[config.mk]
export PLATFORM = sky130hd
export DESIGN_NAME = shift_register_tx
export DESIGN_NICKNAME = d
export VERILOG_FILES = /design/src/rtl/shift_register_tx_pkg.sv /design/src/rtl/shift_register_tx.sv
export SDC_FILE = /design/constraint.sdc
export NUM_CORES = 1
export LEC_CHECK = 0
export ABC_AREA = 1
export BUFFER_PORTS_ARGS = -buffer_cell sky130_fd_sc_hd__buf_4
export CAP_MARGIN = 40
export CORE_UTILIZATION = 48
export CTS_BUF_LIST = sky130_fd_sc_hd__clkbuf_2 sky130_fd_sc_hd__clkbuf_4 sky130_fd_sc_hd__clkbuf_8
export CTS_CLUSTER_SIZE = 10
export DETAILED_ROUTE_END_ITERATION = 10
export PLACE_DENSITY = 0.81
export RECOVER_POWER = 50
export SYNTH_ARGS = -nofsm -noshare
export SYNTH_HDL_FRONTEND = slang
export SYNTH_SLANG_ARGS = --single-unit
[constraint.sdc]
create_clock -name clk -period 1.6 [get_ports clk]
set_input_delay 0.08 -clock clk [delete_from_list [all_inputs] [get_ports clk]]
set_output_delay 0.08 -clock clk [all_outputs]
set_load 0.1 [all_outputs]
[src/rtl/shift_register_tx_pkg.sv]
// Shared types and constants for the serial shift-register link transmitter.
package shift_register_tx_pkg;

  typedef enum logic [1:0] {
    IDLE   = 2'd0,
    SHIFT  = 2'd1,
    PARITY = 2'd2
  } state_t;

  localparam logic DATA_RESET = 1'b0;

endpackage

[src/rtl/shift_register_tx.sv]
// Parallel-in/serial-out transmitter paced by a shared shift_enable strobe.
// Optional even-parity trailer bit when SHIFT_REGISTER_TX_PARITY_EN is defined.
module shift_register_tx
  import shift_register_tx_pkg::*;
#(
  parameter int WIDTH     = 8,
  parameter bit MSB_FIRST = 1'b1
) (
  input  logic             clk,
  input  logic             reset,
  input  logic [WIDTH-1:0] load_data,
  input  logic             load_valid,
  output logic             load_ready,
  input  logic             shift_enable,
  output logic             data,
  output logic             data_valid,
  output logic             busy,
  output logic             done
);

  localparam int CNT_W = $clog2(WIDTH + 1);

  state_t             state_reg;
  logic [WIDTH-1:0]   shreg_reg;
  logic [CNT_W-1:0]   count_reg;
  logic               data_reg;
  logic               data_valid_reg;
  logic               busy_reg;
  logic               done_reg;
  logic               load_ready_reg;
`ifdef SHIFT_REGISTER_TX_PARITY_EN
  logic               parity_reg;
`endif

  logic [WIDTH-1:0]   shifted;
  logic               next_bit;
  logic               first_bit;
  logic               last_bit;

  // The bit presented after a shift is the neighbour of the one just consumed.
  assign shifted   = MSB_FIRST ? {shreg_reg[WIDTH-2:0], 1'b0} : {1'b0, shreg_reg[WIDTH-1:1]};
  assign next_bit  = MSB_FIRST ? shreg_reg[WIDTH-2] : shreg_reg[1];
  assign first_bit = MSB_FIRST ? load_data[WIDTH-1] : load_data[0];
  assign last_bit  = (count_reg == CNT_W'(WIDTH - 1));

  always_ff @(posedge clk or negedge reset) begin
    if (!reset) begin
      state_reg      <= IDLE;
      shreg_reg      <= '0;
      count_reg      <= '0;
      data_reg       <= DATA_RESET;
      data_valid_reg <= 1'b0;
      busy_reg       <= 1'b0;
      done_reg       <= 1'b0;
      load_ready_reg <= 1'b1;
`ifdef SHIFT_REGISTER_TX_PARITY_EN
      parity_reg     <= 1'b0;
`endif
    end else begin
      done_reg <= 1'b0;
      unique case (state_reg)
        IDLE: begin
          if (load_valid) begin
            state_reg      <= SHIFT;
            shreg_reg      <= load_data;
            count_reg      <= '0;
            data_reg       <= first_bit;
            data_valid_reg <= 1'b1;
            busy_reg       <= 1'b1;
            load_ready_reg <= 1'b0;
`ifdef SHIFT_REGISTER_TX_PARITY_EN
            parity_reg     <= ^load_data;
`endif
          end
        end
        SHIFT: begin
          if (shift_enable) begin
            shreg_reg <= shifted;
            if (last_bit) begin
`ifdef SHIFT_REGISTER_TX_PARITY_EN
              state_reg      <= PARITY;
              data_reg       <= parity_reg;
`else
              state_reg      <= IDLE;
              data_reg       <= DATA_RESET;
              data_valid_reg <= 1'b0;
              busy_reg       <= 1'b0;
              done_reg       <= 1'b1;
              load_ready_reg <= 1'b1;
`endif
            end else begin
              count_reg <= count_reg + 1'b1;
              data_reg  <= next_bit;
            end
          end
        end
`ifdef SHIFT_REGISTER_TX_PARITY_EN
        PARITY: begin
          if (shift_enable) begin
            state_reg      <= IDLE;
            data_reg       <= DATA_RESET;
            data_valid_reg <= 1'b0;
            busy_reg       <= 1'b0;
            done_reg       <= 1'b1;
            load_ready_reg <= 1'b1;
          end
        end
`endif
        default: begin
          state_reg      <= IDLE;
          data_reg       <= DATA_RESET;
          data_valid_reg <= 1'b0;
          busy_reg       <= 1'b0;
          load_ready_reg <= 1'b1;
        end
      endcase
    end
  end

  assign data       = data_reg;
  assign data_valid = data_valid_reg;
  assign busy       = busy_reg;
  assign done       = done_reg;
  assign load_ready = load_ready_reg;

endmodule

==> results_dict.tcl, run 1 <==
set metrics [dict create \
    status "completed" \
    cts_htree_levels 1 \
    synth.largest_area_cell "dfrtp_1" \
    drive_above_1_share_pct 33.6 \
    syn_to_final_growth_pct 16.4 \
    p_sw_uw 752 \
    swShare_pct 46.9 \
    min_path_type "in -> reg" \
    coreArea_um2 1540 \
    p_per_area_nw_per_um2 1690 \
    row_count 14 \
    p_leak_nw 0.511 \
    combPwrFrac_pct 46.7 \
    start_kind "flop" \
    die_h_um 43.3 \
    drc_errors 0 \
    synth-seq-area-share_pct 46.1 \
    r2r_slack_ns 0.33 \
    slew_violations 0 \
    grt_antenna_before_repair 0 \
    cp.required_ns 1.78 \
    crit_arrival_ns 1.45 \
    p_int_uw 852 \
    insertion_delay_ns 0.28 \
    synthFlopType "dfrtp_1" \
    postPlaceCellArea_um2 920 \
    wirelength_um 1590 \
    largest_reg_flops 7 \
    tightest_slew_ns 0.817 \
    finClkSkew_ns 0.00470 \
    maxCapViolCount 0 \
    antenna_left 0 \
    holdPathStages 3 \
    synth_top_area_share_pct 42.9 \
    cts.clk_slew.worst_paths_ns 0.09 \
    port_buffers 16 \
    syn_nets 114 \
    cts_sinks 15 \
    syn-cell-area_um2 817 \
    die_w_um 43.3 \
    syn_inst 101 \
    p_clk_share_pct 14.5 \
    reg2reg_depth 6 \
    postSynthAreaPerCell_um2 8.09 \
    dpl.hpwl_um 1140 \
    period_needed_ns 1.27 \
    rsz0062_at_grt "false" \
    synth-seq-cells 15 \
    finalPower_mw 1.60 \
    first_pass_iters 4 \
    nets 133 \
    cts_root_buffer "clkbuf_4" \
    diodes 0 \
    vias 667 \
    synth_area_leaders "dfrtp_1, nand2_1, o21ai_2" \
    synth_edf_count 0 \
    hold_violations 0 \
    start_util_pct 53.0 \
    fp.dieArea_um2 1870 \
    yosys.cell_types.count 21 \
    ys.warnings.count 0 \
    grt.overflow.total 0 \
    cts-buffers-inserted 3 \
    endpoint_kind "flop" \
    fmaxAchievable_mhz 786 \
    path_max_fanout 6 \
    dp.cells 130 \
    place.gp.congestion 0.779 \
    grt_max_degree 16 \
    final_cell_area_um2 951 \
    timing.final.crit_share_pct 79.5 \
    pwr-share-seq_pct 38.8 \
    ys_async_sr_fraction_pct 100 \
    slew_headroom_pct 45.5 \
    grt_pass1_vias 672 \
    wl_per_cell_um 11.7 \
    clockBufferDepth 2 \
    critPathKind "reg -> reg" \
    post_cts_buffers 0 \
    finalSetupViolations 0 \
    drt_iter0_drc 4 \
    finalNonFillerCells 135 \
    cts_tree "built" \
    grt_pass1_wl_um 2870 \
    setup_tns_ns 0 \
    routed_via_density 4.94 \
    io-pin-count 17 \
    gr-usage-all-layers_pct 20.7 \
    irDropWorstVdd_v 0.000789 \
]
[synthesized netlist by cell type (2+ instances only)]
cell type  count
nand2_1       36
dfrtp_1       14
inv_1         12
nand2_2        7
o21ai_2        7
nand3_1        6
inv_2          2
nor2_1         2
o21ai_0        2
o21ai_1        2
[layout make-up]
type	count	area (um^2)
fill	141	591
sequential	15	378
multi-input combinational	67	339
timing repair buffer	17	121
inverter	16	62.6
clock buffer	4	30.0
tap	16	20.0
[what timing repair did]
action                    in CTS  in global routing
hold buffers                   1                  0
hold endpoints to repair      15                  0
gates resized for setup        0                  0
[metrics by stage]
stage | util, % | hold WS [ns] | setup slack, ns
after floorplan | - | -0.216 | 0.236
after global placement | 59.7 | -0.0555 | 0.369
after detailed placement | 59.7 | -0.0542 | 0.346
after CTS | 62.3 | 0.000278 | 0.331
after global routing | 61.7 | 0.0151 | 0.215
final | 61.7 | 0.00596 | 0.328
[kinds of logic after synthesis]
logic type | Yosys count | share of synthesized area [%]
AND/OR/NAND/NOR | 54 | 29.4
buffers and inverters | 19 | 12.4
adder cells (fa/ha/maj) | 1 | 1.53
flip-flops | 15 | 46.1
AO/OA/AOI/OAI | 12 | 10.6
[power by group through the flow]
stage	sequential (mW)	clock [mW]	combinational (mW)
global placement	0.615	0	0.735
global route	0.640	0.251	0.828
finish	0.623	0.232	0.749
CTS	0.622	0.238	0.763
detailed placement	0.630	0	0.759
floorplan	0.793	0	0.458
[cell usage in the layout, fill, tap and decap left out, types with 2 or more instances in the layout]
master / netlist / routed
nand2_1: 36 / 36
dfrtp_1: 14 / 13
buf_4: 1 / 13
inv_1: 12 / 12
nand2_2: 7 / 7
o21ai_2: 7 / 7
nand3_1: 6 / 6
clkbuf_4: 0 / 4
nor2_1: 2 / 2
inv_2: 2 / 2
o21ai_1: 2 / 2
o21ai_0: 2 / 2
clkbuf_2: 0 / 2
[routing by layer]
metal | vias to the layer above | GRT usage, % | share of wire [%]
li1 | 348 | - | -
met1 | 302 | 25.1 | 45
met2 | 15 | 37.0 | 50
met3 | 2 | 2.55 | 4.0
met4 | 0 | 7.27 | 1.1
met5 | - | 0 | 0
[critical path, stage by stage (launching register included)]
cell	delay, ns
dfrtp_1	0.43
ha_1	0.23
nand3_1	0.17
nand2_2	0.16
inv_2	0.06
nand2_1	0.07
nand2_1	0.05
[worst paths after layout]
kind | start | end
worst max-delay path | count_reg[0]$_DFFE_PN0P_ | count_reg[3]$_DFFE_PN0P_
worst min-delay path | load_data[0] | shreg_reg[0]$_DFFE_PN0P_
worst max register to register | count_reg[0]$_DFFE_PN0P_ | count_reg[3]$_DFFE_PN0P_
worst min register to register | shreg_reg[6]$_DFFE_PN0P_ | shreg_reg[6]$_DFFE_PN0P_
max in group asynchronous | reset | busy$_DFFE_PN0P_
min in group asynchronous | reset | busy$_DFFE_PN0P_
(Power assumes the default switching activity.)
==> run 2: changes to the inputs <==
==> constraint.sdc (replaced) <==
create_clock -name clk -period 1.2 [get_ports clk]
set_input_delay 0.06 -clock clk [delete_from_list [all_inputs] [get_ports clk]]
set_output_delay 0.06 -clock clk [all_outputs]
set_load 0.1 [all_outputs]
==> results_dict.tcl, run 2 (synthesized netlist as in run 1, its figures left out) <==
set metrics [dict create \
    status "completed" \
    postPlaceCellArea_um2 962 \
    first_pass_iters 5 \
    wl_per_cell_um 11.5 \
    cts_root_buffer "clkbuf_4" \
    grt_antenna_before_repair 0 \
    layout_common_cells "nand2_1, buf_4, dfrtp_1" \
    min_path_type "in -> reg" \
    dp.cells 134 \
    grt.overflow.total 0 \
    slew_violations 0 \
    diodes 0 \
    irDropWorstVdd_v 0.000939 \
    start_util_pct 53.0 \
    fmaxAchievable_mhz 844 \
    routed_via_density 4.92 \
    timing.final.crit_share_pct 98.7 \
    place.gp.congestion 0.757 \
    largest_reg_flops 7 \
    crit_arrival_ns 1.37 \
    syn_to_final_growth_pct 30.2 \
    cts.clk_slew.worst_paths_ns 0.09 \
    grt_pass1_vias 664 \
    p_leak_nw 0.563 \
    tightest_slew_ns 0.819 \
    antenna_left 0 \
    finClkSkew_ns 0.00314 \
    coreArea_um2 1540 \
    port_buffers 16 \
    period_needed_ns 1.18 \
    critPathKind "reg -> reg" \
    dpl.hpwl_um 1100 \
    grt_pass1_wl_um 2730 \
    rsz0062_at_grt "true" \
    cts-buffers-inserted 3 \
    cts_sinks 15 \
    p_per_area_nw_per_um2 2180 \
    drt_iter0_drc 23 \
    fp.dieArea_um2 1870 \
    vias 703 \
    final_util_pct 69.0 \
    slew_headroom_pct 45.4 \
    fillCellCount 123 \
    hold_violations 0 \
    start_kind "flop" \
    wirelength_um 1650 \
    worst_hold_slack_ns 0.0637 \
    maxCapViolCount 0 \
    finalPower_mw 2.31 \
    row_count 14 \
    seq_area_um2 380 \
    clockBufferDepth 2 \
    cp.required_ns 1.39 \
    drc_errors 0 \
    cts_tree "built" \
    die_h_um 43.3 \
    endpoint_kind "flop" \
    nets 141 \
    io-pin-count 17 \
    finalNonFillerCells 143 \
    insertion_delay_ns 0.29 \
    path_max_fanout 9 \
    cts_htree_levels 1 \
    multi_input_area_um2 363 \
    layout_commonest_cell "nand2_1" \
    gr-usage-all-layers_pct 19.7 \
    finalSetupViolations 0 \
    grt_max_degree 16 \
    die_w_um 43.3 \
    final_cell_area_um2 1060 \
    drive_above_1_share_pct 39.4 \
]
-- run 2: cell types whose count changed in the layout (fill, tap and decap cells not counted), sizes merged --
cell / delta
buf: +9
clkinv: -1
inv: +1
clkbuf: -2
dlygate4sd3: +1
-- run 2: final cells by class --
class,instances,share of cell area (%)
sequential,15,35.8
multi-input combinational,67,34.1
timing repair buffer,25,19.3
inverter,16,6.12
clock buffer,4,2.82
tap,16,1.88
-- run 2: what timing repair did --
| item | in CTS | in global routing |
|---|---|---|
| buffers inserted | 0 | 3 |
| setup endpoints to repair | 0 | 11 |
| endpoints found under the hold margin | 16 | 0 |
| hold buffers | 2 | 0 |
| resized for setup | 0 | 7 |
-- run 2: worst max-delay path, stage by stage (launching register included) --
cell	delay [ns]
dfrtp_4	0.55
nor2_4	0.16
inv_4	0.08
nand2_8	0.11
buf_4	0.12
o21ai_2	0.05
-- run 2: through the flow --
step	setup WS, ns	TNS, ns
final	0.0151	0
after global placement	0.0552	0
after floorplan	-0.0252	-0.165
after CTS	0.00598	0
after detailed placement	0.0235	0
after global routing	-0.0293	-0.159
-- run 2: path summary, 6_finish.rpt --
| check | startpoint | end | slack, ns | cells past startpoint |
|---|---|---|---|---|
| max in group asynchronous | reset | busy$_DFFE_PN0P_ | 0.24 | 2 |
| setup reg to reg | busy$_DFFE_PN0P_ | shreg_reg[0]$_DFFE_PN0P_ | 0.02 | 5 |
| setup / recovery | busy$_DFFE_PN0P_ | shreg_reg[0]$_DFFE_PN0P_ | 0.02 | 5 |
| hold / removal | load_data[3] | shreg_reg[3]$_DFFE_PN0P_ | 0.06 | 5 |
| hold reg to reg | shreg_reg[2]$_DFFE_PN0P_ | shreg_reg[2]$_DFFE_PN0P_ | 0.49 | 2 |
| min in group asynchronous | reset | done$_DFF_PN0_ | 0.37 | 2 |
-- run 2: metal layers --
| layer | up-vias | wire length [um] | global-route usage, % |
|---|---|---|---|
| met4 | 0 | 23 | 9.09 |
| met2 | 24 | 827 | 32.5 |
| met1 | 315 | 697 | 25.3 |
| met5 | - | 0 | 0 |
| li1 | 362 | - | - |
| met3 | 2 | 96 | 2.55 |
-- run 2: power breakdown --
group	internal (mW)	leakage, nW	total (mW)	switching [mW]
combinational	0.413	0.352	1.17	0.755
sequential	0.695	0.193	0.821	0.126
clock	0.152	0.0184	0.324	0.172
==> run 3: changes to the inputs <==
==> constraint.sdc (replaced) <==
create_clock -name clk -period 1.2 [get_ports clk]
set_input_delay 0.06 -clock clk [delete_from_list [all_inputs] [get_ports clk]]
set_output_delay 0.06 -clock clk [all_outputs]
set_load 0.005 [all_outputs]
==> results_dict.tcl, run 3 (synthesized netlist as in run 1, its figures left out) <==
set metrics [dict create \
    min_path_type "in -> reg" \
    pwr-share-seq_pct 41.2 \
    slew_violations 0 \
    clockBufferDepth 2 \
    p_sw_uw 727 \
    nets 138 \
    grt_pass1_wl_um 2740 \
    antenna_left 0 \
    drive_above_1_share_pct 36.3 \
    finalNonFillerCells 140 \
    postPlaceCellArea_um2 966 \
    p_leak_nw 0.546 \
    largest_reg_flops 7 \
    cts_sinks 15 \
    status "completed" \
    place.gp.congestion 0.744 \
    cts-buffers-inserted 3 \
    rsz0062_at_grt "false" \
    finalSetupViolations 0 \
    timing.final.crit_share_pct 92.5 \
    finClkSkew_ns 0.000281 \
    grt.overflow.total 0 \
    die_w_um 43.3 \
    dp.cells 133 \
    place_ws_ns -0.00795 \
    r2r_slack_ns 0.09 \
    final_cell_area_um2 1040 \
    coreArea_um2 1540 \
    crit_arrival_ns 1.28 \
    swShare_pct 37.0 \
    combPwrFrac_pct 43.3 \
    cts.clk_slew.worst_paths_ns 0.09 \
    hold_violations 0 \
    cpPeakStageDelay_ns 0.37 \
    io-pin-count 17 \
    grt_antenna_before_repair 0 \
    tightest_slew_ns 0.796 \
    start_kind "flop" \
    p_int_mw 1.24 \
    holdPathStages 5 \
    cts_root_buffer "clkbuf_4" \
    reg2reg_depth 6 \
    finalPower_mw 1.96 \
    die_h_um 43.3 \
    endpoint_kind "flop" \
    cts_htree_levels 1 \
    wirelength_um 1510 \
    vias 668 \
    p_per_area_nw_per_um2 1890 \
    start_util_pct 53.0 \
    drt_iter0_drc 17 \
    p_clk_share_pct 15.5 \
    fmaxAchievable_mhz 901 \
    drc_errors 0 \
    path_max_fanout 6 \
    gr-usage-all-layers_pct 19.5 \
    slew_headroom_pct 46.9 \
    row_count 14 \
    grt_max_degree 16 \
    diodes 0 \
    postLayoutSetupSlackWorst_ns 0.0899 \
    setup_tns_ns 0 \
    insertion_delay_ns 0.27 \
    cts_tree "built" \
    syn_to_final_growth_pct 26.8 \
    dpl.hpwl_um 1160 \
    irDropWorstVdd_v 0.000973 \
    cp.required_ns 1.37 \
    port_buffers 16 \
    layout_common_cells "nand2_1, buf_4, dfrtp_1" \
    grt_pass1_vias 653 \
    fillCellCount 138 \
    critPathKind "reg -> reg" \
    period_needed_ns 1.11 \
    critPathSlowestCell "dfrtp_1" \
    wl_per_cell_um 10.8 \
    cpMostUsedCell "nand2_1" \
    first_pass_iters 4 \
    maxCapViolCount 0 \
    layout_commonest_cell "nand2_1" \
    fp.dieArea_um2 1870 \
    routed_via_density 4.77 \
    path_cells "ha_1 -> nand3_2 -> nand2_4 -> nand2_1 -> nand2_1 -> nand2_1" \
]
## run 3: critical path, delay by kind of cell (launching register included)
family                   cells  cell delay [ns]
AND/OR/NAND/NOR              5             0.43
flip-flops                   1             0.37
adder cells (fa/ha/maj)      1             0.21
## run 3: timing repair
item,4_1_cts,5_1_grt
hold endpoints to repair,16,0
endpoints found under the setup margin,4,11
pin swaps,1,1
gates resized for setup,0,4
hold buffers,2,0
setup buffers,1,0
## run 3: final timing paths
path	start	end
hold reg to reg	shreg_reg[6]$_DFFE_PN0P_	shreg_reg[6]$_DFFE_PN0P_
max in group asynchronous	reset	busy$_DFFE_PN0P_
setup reg to reg	count_reg[1]$_DFFE_PN0P_	count_reg[2]$_DFFE_PN0P_
hold / removal	load_data[3]	shreg_reg[3]$_DFFE_PN0P_
min in group asynchronous	reset	shreg_reg[3]$_DFFE_PN0P_
setup / recovery	count_reg[1]$_DFFE_PN0P_	count_reg[2]$_DFFE_PN0P_
## run 3: metal layers
layer | GRT usage (%) | part of all wire (%)
met1 | 26.2 | 46
met2 | 32.5 | 50
met3 | 2.55 | 2.8
met4 | 5.45 | 0.40
met5 | 0 | 0
## run 3: area by class of cell
class / count / area, um^2 / area share, %
Tap cell: 16 / 20.0 / 1.93
Sequential cell: 15 / 378 / 36.5
Inverter: 16 / 62.6 / 6.04
Timing Repair Buffer: 22 / 191 / 18.5
Multi-Input combinational cell: 67 / 354 / 34.2
Clock buffer: 4 / 30.0 / 2.90
## run 3: per-stage QoR
step	hold WS [ns]	util, %
6_report	0.0914	67.2
5_1_grt	0.104	67.2
4_1_cts	0.0735	66.4
3_5_place_dp	-0.0757	62.7
3_3_place_gp	-0.0783	62.7
2_1_floorplan	-0.236	-
## run 3: power by group through the flow
stage,logic (mW),clock network [mW],registers [mW]
after floorplan,0.565,0,0.802
after CTS,0.845,0.315,0.802
after global placement,0.777,0,0.812
after global routing,0.959,0.333,0.831
final,0.850,0.305,0.808
after detailed placement,0.806,0,0.822
